## config.mk

```make
export PLATFORM = sky130hd
export DESIGN_NAME = fifo_stream_drain
export DESIGN_NICKNAME = d
export VERILOG_FILES = /design/src/rtl/fifo_stream_drain.sv
export SDC_FILE = /design/constraint.sdc
export NUM_CORES = 1
export LEC_CHECK = 0
export ABC_CLOCK_PERIOD_IN_PS = 2900
export CORE_MARGIN = 3
export CORE_UTILIZATION = 50
export CTS_CLUSTER_SIZE = 12
export DETAILED_ROUTE_END_ITERATION = 12
export PLACE_DENSITY = 0.79
export SETUP_SLACK_MARGIN = 0.02
export SLEW_MARGIN = 20
export SYNTH_ARGS = -nofsm -noshare
export SYNTH_HDL_FRONTEND = slang
export SYNTH_SLANG_ARGS = --single-unit
```

## constraint.sdc

```tcl
create_clock -name clk -period 2.9 [get_ports clk]
set_clock_uncertainty 0.15 [all_clocks]
set_input_delay 0.58 -clock clk [delete_from_list [all_inputs] [get_ports clk]]
set_output_delay 0.58 -clock clk [all_outputs]
set_load 0.01 [all_outputs]
```

## src/rtl/fifo_stream_drain.sv

```systemverilog
`default_nettype none
// fifo_stream_drain: drains a synchronous FIFO into a 2-entry skid buffer and
// presents the words as a packet-framed valid/ready stream.  Rev 1.0
module fifo_stream_drain #(
  parameter int FIFO_WIDTH = 16,
  parameter int PKT_LEN    = 4,
  parameter int CNT_W      = 16
) (
  input  logic                  clk,
  input  logic                  rst,
  input  logic                  fifo_empty,
  input  logic [FIFO_WIDTH-1:0] fifo_data_out,
  input  logic                  fifo_underflow,
  output logic                  fifo_rd_en,
  output logic [FIFO_WIDTH-1:0] m_data,
  output logic                  m_valid,
  input  logic                  m_ready,
  output logic                  m_last,
  output logic [CNT_W-1:0]      words_out,
  output logic                  err_underflow
);

  localparam int BEAT_W = (PKT_LEN > 1) ? $clog2(PKT_LEN) : 1;
  localparam logic [BEAT_W-1:0] LAST_BEAT = BEAT_W'(PKT_LEN - 1);

  logic [1:0]            count;
  logic                  rd_pend;
  logic [FIFO_WIDTH-1:0] head;
  logic [FIFO_WIDTH-1:0] tail;
  logic [BEAT_W-1:0]     beat_cnt;
  logic [CNT_W-1:0]      word_cnt;
  logic                  err;
  logic                  pop;
  logic                  capture;
  logic [2:0]            occupancy;

  assign m_valid   = (count != 2'd0);
  assign pop       = m_valid && m_ready;
  assign capture   = rd_pend && !fifo_underflow;
  assign occupancy = {1'b0, count} + {2'b00, rd_pend};

  // Counting this cycle's pop as free space keeps one beat per cycle in steady state.
  assign fifo_rd_en = !rst && !fifo_empty && (occupancy < (3'd2 + {2'b00, pop}));

  assign m_data        = head;
  assign m_last        = m_valid && (beat_cnt == LAST_BEAT);
  assign words_out     = word_cnt;
  assign err_underflow = err;

  always_ff @(posedge clk or posedge rst) begin
    if (rst) begin
      count <= 2'd0;
      head  <= '0;
      tail  <= '0;
    end else begin
      case ({capture, pop})
        2'b10: begin
          if (count == 2'd0) head <= fifo_data_out;
          else               tail <= fifo_data_out;
          count <= count + 2'd1;
        end
        2'b01: begin
          head  <= tail;
          count <= count - 2'd1;
        end
        2'b11: begin
          // Head leaves and the returning word joins at the tail; occupancy is unchanged.
          if (count == 2'd1) begin
            head <= fifo_data_out;
          end else begin
            head <= tail;
            tail <= fifo_data_out;
          end
        end
        default: begin
        end
      endcase
    end
  end

  always_ff @(posedge clk or posedge rst) begin
    if (rst) begin
      rd_pend  <= 1'b0;
      beat_cnt <= '0;
      word_cnt <= '0;
      err      <= 1'b0;
    end else begin
      rd_pend <= fifo_rd_en;
      if (rd_pend && fifo_underflow) err <= 1'b1;
      if (pop) begin
        word_cnt <= word_cnt + CNT_W'(1);
        beat_cnt <= (beat_cnt == LAST_BEAT) ? '0 : beat_cnt + BEAT_W'(1);
      end
    end
  end

endmodule
`default_nettype wire

```

* Word-level counts from Yosys, hierarchy flattened
Cells that the tools add are included.
Word-level totals: bits in registers 54, input port bits 21, output and inout port bits 36, word-level logic and storage cells 46
Cells by class: add/sub/neg operators 6, $lt $le $gt $ge 1, eq/ne operators 8, multiplexer cells 8, reduce and logical (&&, ||, !) cells 16
Operator list (number):
- 16-bit 2-to-1 mux | 4
- 16-bit one-hot mux with 3 select lines | 1
- 16-bit one-hot mux with 2 select lines | 1
- 16-bit by 1-bit adder with 16-bit output (second input constant) | 1
- 2-bit == test (second input constant) | 3
- 1-bit logical AND | 6
- 2-bit inequality test (second input constant) | 3
- 2-bit nonzero test | 3
- 2-bit by 1-bit adder with 2-bit output (second input constant) | 2
- 2-bit by 1-bit == test with 1-bit output (second input constant) | 2
- 2-bit one-hot mux with 2 select lines | 1
- 2-bit by 1-bit adder with 3-bit output | 1
- 2-bit by 1-bit adder with 3-bit output (first input constant) | 1
- 1-bit logical NOT | 3
- 3-bit less-than comparator | 1
- 3-bit AND reduction | 1
- 3-bit nonzero test | 1
- 2-bit logical NOT | 1
- 2-bit 2-to-1 mux | 1
- 2-bit AND reduction | 1
- 2-bit by 1-bit subtractor with 2-bit output (second input constant) | 1

* Depth between registers and ports, before layout
Gate-level depths: netlist (run 1).
depth in word-level cells 5, gate-level depth with buffers 9, gate-level depth less buffers 9

* Least setup slack after synthesis (run 1)
Ideal clock, no wire load.
path type reg2out, from register count[0], to output fifo_rd_en, data arrival time 1.596 ns, data required time 2.170 ns, path slack 0.574 ns, stages on the path, launching flop included 7, path buffers 1, cell sequence dfrtp_1 > inv_1 > ha_1 > nand2b_4 > buf_6 > o21ai_1 > nor4b_1
On the way: cells in the longest elaborated chain, start to end 5, elaborated cells on any way between the ends 6
RTL lines:
- start: declaration | RTL line 26 | logic [1:0] count;
- start signal: assignment | RTL line 60 | count <= count + 2'd1;
- start signal: assignment | RTL line 64 | count <= count - 2'd1;
- 2-bit nonzero test | RTL line 37 | assign m_valid = (count != 2'd0);
- 1-bit logical AND | RTL line 38 | assign pop = m_valid && m_ready;
- 2-bit by 1-bit adder with 3-bit output | RTL line 43 | assign fifo_rd_en = !rst && !fifo_empty && (occupancy < (3'd2 + {2'b00, pop}));
- 3-bit less-than comparator * | RTL line 43
- 1-bit logical AND * | RTL line 43
- end: declaration | RTL line 14 | output logic fifo_rd_en,
Mark *: on every way between the ends. The rest lies on a longest branch, timed or not.

* Final worst setup path (run 1)
from register count[0], to register tail[13]
On the way: cells in the longest elaborated chain, start to end 5, elaborated cells on any way between the ends 11
RTL lines:
- 2-bit nonzero test * | RTL line 37
- 1-bit logical AND * | RTL line 38
- net pop | RTL line 33 | logic pop;
- 2-bit == test | RTL line 56 | case ({capture, pop})
- 2-bit inequality test (no source line) / 2-bit nonzero test (equally long branches)
- 3-bit AND reduction (no source line)
- end signal: assignment | RTL line 59 | else tail <= fifo_data_out;
- end signal: assignment | RTL line 72 | tail <= fifo_data_out;
- end: declaration | RTL line 29 | logic [FIFO_WIDTH-1:0] tail;
The timed path passes the listed nets; every way through them passes the cells marked *. A chain may end at the register's enable or synchronous reset.

==> results of run 1 <==
-- area by class of cell --
type,count,area (µm²)
fill,384,1483
sequential,54,1353
multi-input combinational,143,1119
timing repair buffer,62,633.1
tap,67,83.83
clock buffer,5,68.82
clock inverter,3,43.79
inverter,9,33.78
-- power by group through the flow --
stage | Sequential [mW] | Clock [mW] | Combinational [mW]
floorplan | 1.31 | 0 | 0.713
global placement | 1.27 | 0 | 1.28
detailed placement | 1.28 | 0 | 1.32
CTS | 1.27 | 0.518 | 1.33
global route | 1.32 | 0.541 | 1.46
finish | 1.27 | 0.504 | 1.31
-- synthesized netlist by cell type, types with 2 or more instances --
cell type,n,area share [%]
a21o_1,3,0.89
a21oi_1,16,3.2
a21oi_4,2,1.3
a22oi_1,16,4.7
and3_1,2,0.49
and4_1,2,0.69
buf_2,3,0.59
dfrtp_1,54,53
ha_1,11,5.4
inv_1,7,1.0
inv_2,2,0.30
mux2_1,6,2.7
mux2_4,10,5.9
nand2_1,19,2.8
nand2b_1,2,0.49
nand2b_4,2,1.1
nand3_1,4,0.79
nand4_1,3,0.74
nor2_1,16,2.4
nor3_2,2,0.79
o21ai_1,2,0.39
xnor2_1,14,4.8
xor2_1,2,0.69
-- path summary, 6_finish.rpt --
kind	endpoint	slack (ns)	cells after the start
worst min register to register	err_underflow$_DFFE_PP0P_	0.33	1
worst min-delay path	err_underflow$_DFFE_PP0P_	0.33	1
min in group asynchronous	rd_pend$_DFF_PP0_	0.52	2
worst max register to register	tail[13]$_DFFE_PP0P_	0.29	8
worst max-delay path	tail[13]$_DFFE_PP0P_	0.29	8
max in group asynchronous	tail[4]$_DFFE_PP0P_	1.53	3
-- critical path, cell delays in order, from the launching register on --
cell and delay, ns:
dfrtp_2 0.46, inv_1 0.07, ha_1 0.22, nand2b_4 0.16, buf_4 0.16, inv_2 0.04
ha_1 0.23, o211ai_4 0.62, mux2_1 0.39
-- routing by layer --
metal,track usage (%),share of wire (%),vias up
met4,7.651,2.1,0
met1,24.88,44,863
li1,-,-,859
met3,3.052,4.2,9
met5,0,0,-
met2,30.92,50,45
-- cells by family (layout without fill, tap and decap cells) --
family,after synthesis,in the layout
XOR/XNOR,16,16
AO/OA/AOI/OAI,42,42
multiplexers,16,16
adder cells (fa/ha/maj),11,11
buffers and inverters,14,79
AND/OR/NAND/NOR,58,58
flip-flops,54,54
-- cells in the final DEF (no fill, tap or decap), types with 4 or more instances in the layout --
master,n
clkbuf_8,5
a22oi_1,16
ha_1,11
buf_4,4
nand3_1,4
a21oi_1,16
nor2_1,16
dfrtp_1,53
nand2_1,19
mux2_1,6
clkdlybuf4s50_1,55
xnor2_1,14
mux2_4,10
inv_1,6
-- flip-flops by register name, summed over array words and instances (netlist names) --
signal,cells
rd_pend,1
err_underflow,1
beat_cnt,2
count,2
tail,16
words_out,16
m_data,16
-- metrics by stage --
| stage | cells | setup WS, ns | TNS (ns) | hold WS [ns] | util [%] |
|---|---|---|---|---|---|
| global route | 343 | 0.1901 | 0 | 0.3486 | 69.22 |
| floorplan | 211 | 0.5742 | 0 | 0.2998 | - |
| finish | 343 | 0.2926 | 0 | 0.3284 | 69.22 |
| global placement | 335 | -0.01419 | -0.01419 | 0.2893 | 66.68 |
| detailed placement | 335 | -0.02737 | -0.02737 | 0.3055 | 66.68 |
| CTS | 343 | 0.04471 | 0 | 0.3318 | 69.17 |
-- what timing repair did --
item,4_1_cts,5_1_grt
gates resized for setup,2,1
endpoints found under the setup margin,1,1
pin swaps,0,0
==> reports/qor.yml, run 1 <==
cap_violations: 0
routabilityCongestion: 0.7658
min_period_ns: 2.607
status: "finished clean"
wl_mm: 5.059
grt_overflow: 0
rows: 25
p_seq_share_pct: 41.2
slew_headroom_pct: 52.12
regToRegStartpoint: "count[0]$_DFFE_PP0P_"
synthSimpleGateAreaFrac_pct: 12.36
setup_viol_count_final: 0
htree_levels: 2
die_h_um: 77.28
cp_max_fo: 16
yosys-mux-area-fraction_pct: 8.571
synth_compound_area_share_pct: 11.77
synth_seq_area_share_pct: 53.20
rsz0062_at_grt: "no"
postCtsSetupBuffers: 0
hold_viol: 0
cp.required_ns: 2.95
portBuffers: 56
synth_edf_count: 0
combPwrFrac_pct: 42.5
via_per_inst: 5.178
syn_area_um2: 2540
worstMarginPinSlew_ns: 0.7147
clock_sinks: 54
slew_violations: 0
synth_cell_types: 34
ir_drop_mv: 0.5933
initial_core_util_pct: 52.73
finalPower_mw: 3.089
grt_max_degree: 33
ys_ff_latch: 54
drtIter0Drc: 138
arrival_ns: 2.65
ctsHoldBuffers: 0
antenna_found_initial: 0
numCtsBuffers: 5
synth_fa_ha_area_share_pct: 5.419
hold_class: "flop to flop"
period_share_pct: 89.91
grt_pass1_wl_mm: 8.970
power.internal_mw: 2.040
io_pins: 57
startpoint: "count[0]$_DFFE_PP0P_"
hpwl_mm: 3.677
area_delta_synth_final_pct: 31.28
layout.nets: 307
ys.flop_type: "dfrtp_1"
wl_per_cell_um: 14.75
synthArstFlopShare_pct: 100.0
vias: 1776
dieArea_um2: 5971
switching_share_pct: 33.96
synth_nets: 243
ctsRootBufferMaster: "clkbuf_8"
synthXorXnorAreaFrac_pct: 5.517
track_usage_pct: 18.84
placed_area_um2: 3212
end_kind: "flop"
synth_area_per_cell_um2: 12.04
startpoint_type: "flop"
grt_pass1_vias: 1781
hp-start: "err_underflow$_DFFE_PP0P_"
path_clk_slew_ns: 0.10
clock.fmax_ghz: 0.3835
p_per_area_nw_per_um2: 926.4
synth_top_family_by_area: "simple AND/OR/NAND/NOR gates"
syn_inst: 211
fp.dieW_um: 77.28
ys.warnings.count: 0
detail-route-antenna-nets: 0
design_area_um2: 3334
cts_tree: "built"
critPathKind: "flop to flop"
power.share.clock_pct: 16.3
drtPass1Iterations: 4
drcViolationCount: 0
core-area_um2: 4817
insertedDiodeCount: 0
net-switching-power_mw: 1.049
leakage_nw: 1.501
clk_latency_ns: 0.31
layout-drive-gt1-share_pct: 14.13
clock_path_buffers: 2
Power figures use the tool's default switching activity.
==> run 2: changes to the inputs <==
--- a/config.mk
+++ b/config.mk
@@ -6,7 +6,6 @@
 export NUM_CORES = 1
 export LEC_CHECK = 0
 export ABC_CLOCK_PERIOD_IN_PS = 2900
-export CORE_MARGIN = 3
 export CORE_UTILIZATION = 50
 export CTS_CLUSTER_SIZE = 12
 export DETAILED_ROUTE_END_ITERATION = 12
==> run 2 against run 1 <==
  * First-iteration DRC count is 3.6% higher
  * Register-to-register slack got worse by 0.02 ns
  * Combinational power barely moved
  * Cell area down 1.2%
  * Sequential power about the same
  * Worst hold slack got worse by 0.012 ns
  * Utilization shrank 0.86 points
  * Total power fell by 3.8%
  * Die area shrank 10%
  * Fmax down 0.77%
  * Largest power group unchanged
==> reports/qor.yml, run 2 (synthesis gave the netlist of run 1 again) <==
hpwl_mm: 3.669
leakage_nw: 1.482
clk_latency_ns: 0.30
grt_pass1_vias: 1830
drtIter0Drc: 143
wl_mm: 5.132
vias: 1801
core-area_um2: 4817
cap_violations: 0
worstPathCellList: "inv_1 -> ha_1 -> nand2b_4 -> buf_4 -> inv_2 -> ha_1 -> o211ai_4 -> mux2_1"
layout.nets: 308
worstMarginPinSlew_ns: 0.8035
fin_ws_ns: 0.2724
slowest_stage: "o211ai_4"
clock.fmax_ghz: 0.3806
rsz0062_at_grt: "no"
hold_viol: 0
cp_max_fo: 16
area_delta_synth_final_pct: 29.66
ctsRootBufferMaster: "clkbuf_8"
fp.dieW_um: 73.28
end_kind: "flop"
dieArea_um2: 5369
path_buf_inv: 3
layout_common_cells: "clkdlybuf4s50_1, dfrtp_1, nand2_1"
postCtsSetupBuffers: 0
min_period_ns: 2.628
grt_max_degree: 55
slew_headroom_pct: 46.43
placed_area_um2: 3207
antenna_found_initial: 0
post-route-util_pct: 68.36
p_per_area_nw_per_um2: 902.3
crit_top_cell: "ha_1"
io_pins: 57
startpoint_type: "flop"
drcViolationCount: 0
status: "finished clean"
path_delay_family: "compound AO/OA/AOI/OAI gates"
cts_tree: "built"
max_stage_delay_ns: 0.63
fin_setup_tns_ns: 0
grt_overflow: 0
fin_cells: 343
path_clk_slew_ns: 0.09
arrival_ns: 2.66
cp.required_ns: 2.93
portBuffers: 56
critPathKind: "flop to flop"
htree_levels: 2
hold_class: "flop to flop"
rows: 25
wl_per_cell_um: 14.96
track_usage_pct: 21.09
drtPass1Iterations: 4
initial_core_util_pct: 52.73
finalPower_mw: 2.971
post-place-ws_ns: -0.02877
via_per_inst: 5.251
die_h_um: 73.28
routabilityCongestion: 0.7839
ir_drop_mv: 0.4970
design_area_um2: 3293
clock_path_buffers: 2
slew_violations: 0
holdWs_ns: 0.3164
mostFrequentLayoutCell: "clkdlybuf4s50_1"
detail-route-antenna-nets: 0
place_inst: 336
insertedDiodeCount: 0
numCtsBuffers: 5
grt_pass1_wl_mm: 8.404
period_share_pct: 90.61
setup_viol_count_final: 0
layout-drive-gt1-share_pct: 13.41
clock_sinks: 54
## run 2: report_power, final
part / switching (mW) / internal, mW
Sequential: 0.214 / 1.06
Combinational: 0.594 / 0.716
Clock: 0.225 / 0.167
Total: 1.03 / 1.94
## run 2: worst paths after layout
check,from,end,slack [ns],cells after the start
setup reg to reg,count[1]$_DFFE_PP0P_,tail[14]$_DFFE_PP0P_,0.27,8
hold / removal,err_underflow$_DFFE_PP0P_,err_underflow$_DFFE_PP0P_,0.32,1
min in group asynchronous,rst,beat_cnt[0]$_DFFE_PP0P_,0.54,3
setup / recovery,count[1]$_DFFE_PP0P_,tail[14]$_DFFE_PP0P_,0.27,8
max in group asynchronous,rst,count[0]$_DFFE_PP0P_,1.83,3
hold reg to reg,err_underflow$_DFFE_PP0P_,err_underflow$_DFFE_PP0P_,0.32,1
## run 2: timing repair
item | CTS | global route
endpoints found under the setup margin | 1 | 1
hold buffers | 0 | 0
pin swaps | 0 | 0
resized for setup | 2 | 1
## run 2: per-layer routing
layer  wire [µm]  part of all wire [%]  track usage, %
met1        2303                    45           27.69
met2        2593                    51           34.88
met3         179                   3.5           4.115
met4          56                   1.1           7.625
met5           0                     0               0
## run 2: area by class of cell
type	instances	area, µm²
clock buffers	7	76.32
inverters	9	33.78
multi-input cells	143	1119
flip-flops and latches	54	1353
fillers	389	1524
well taps	67	83.83
repair buffers	63	628.1
==> run 3: changes to the inputs <==
--- a/config.mk
+++ b/config.mk
@@ -15,3 +15,4 @@
 export SYNTH_ARGS = -nofsm -noshare
 export SYNTH_HDL_FRONTEND = slang
 export SYNTH_SLANG_ARGS = --single-unit
+export TNS_END_PERCENT = 100
==> results of run 3 <==
Final layout, timing and power as in run 2 (identical DEF).
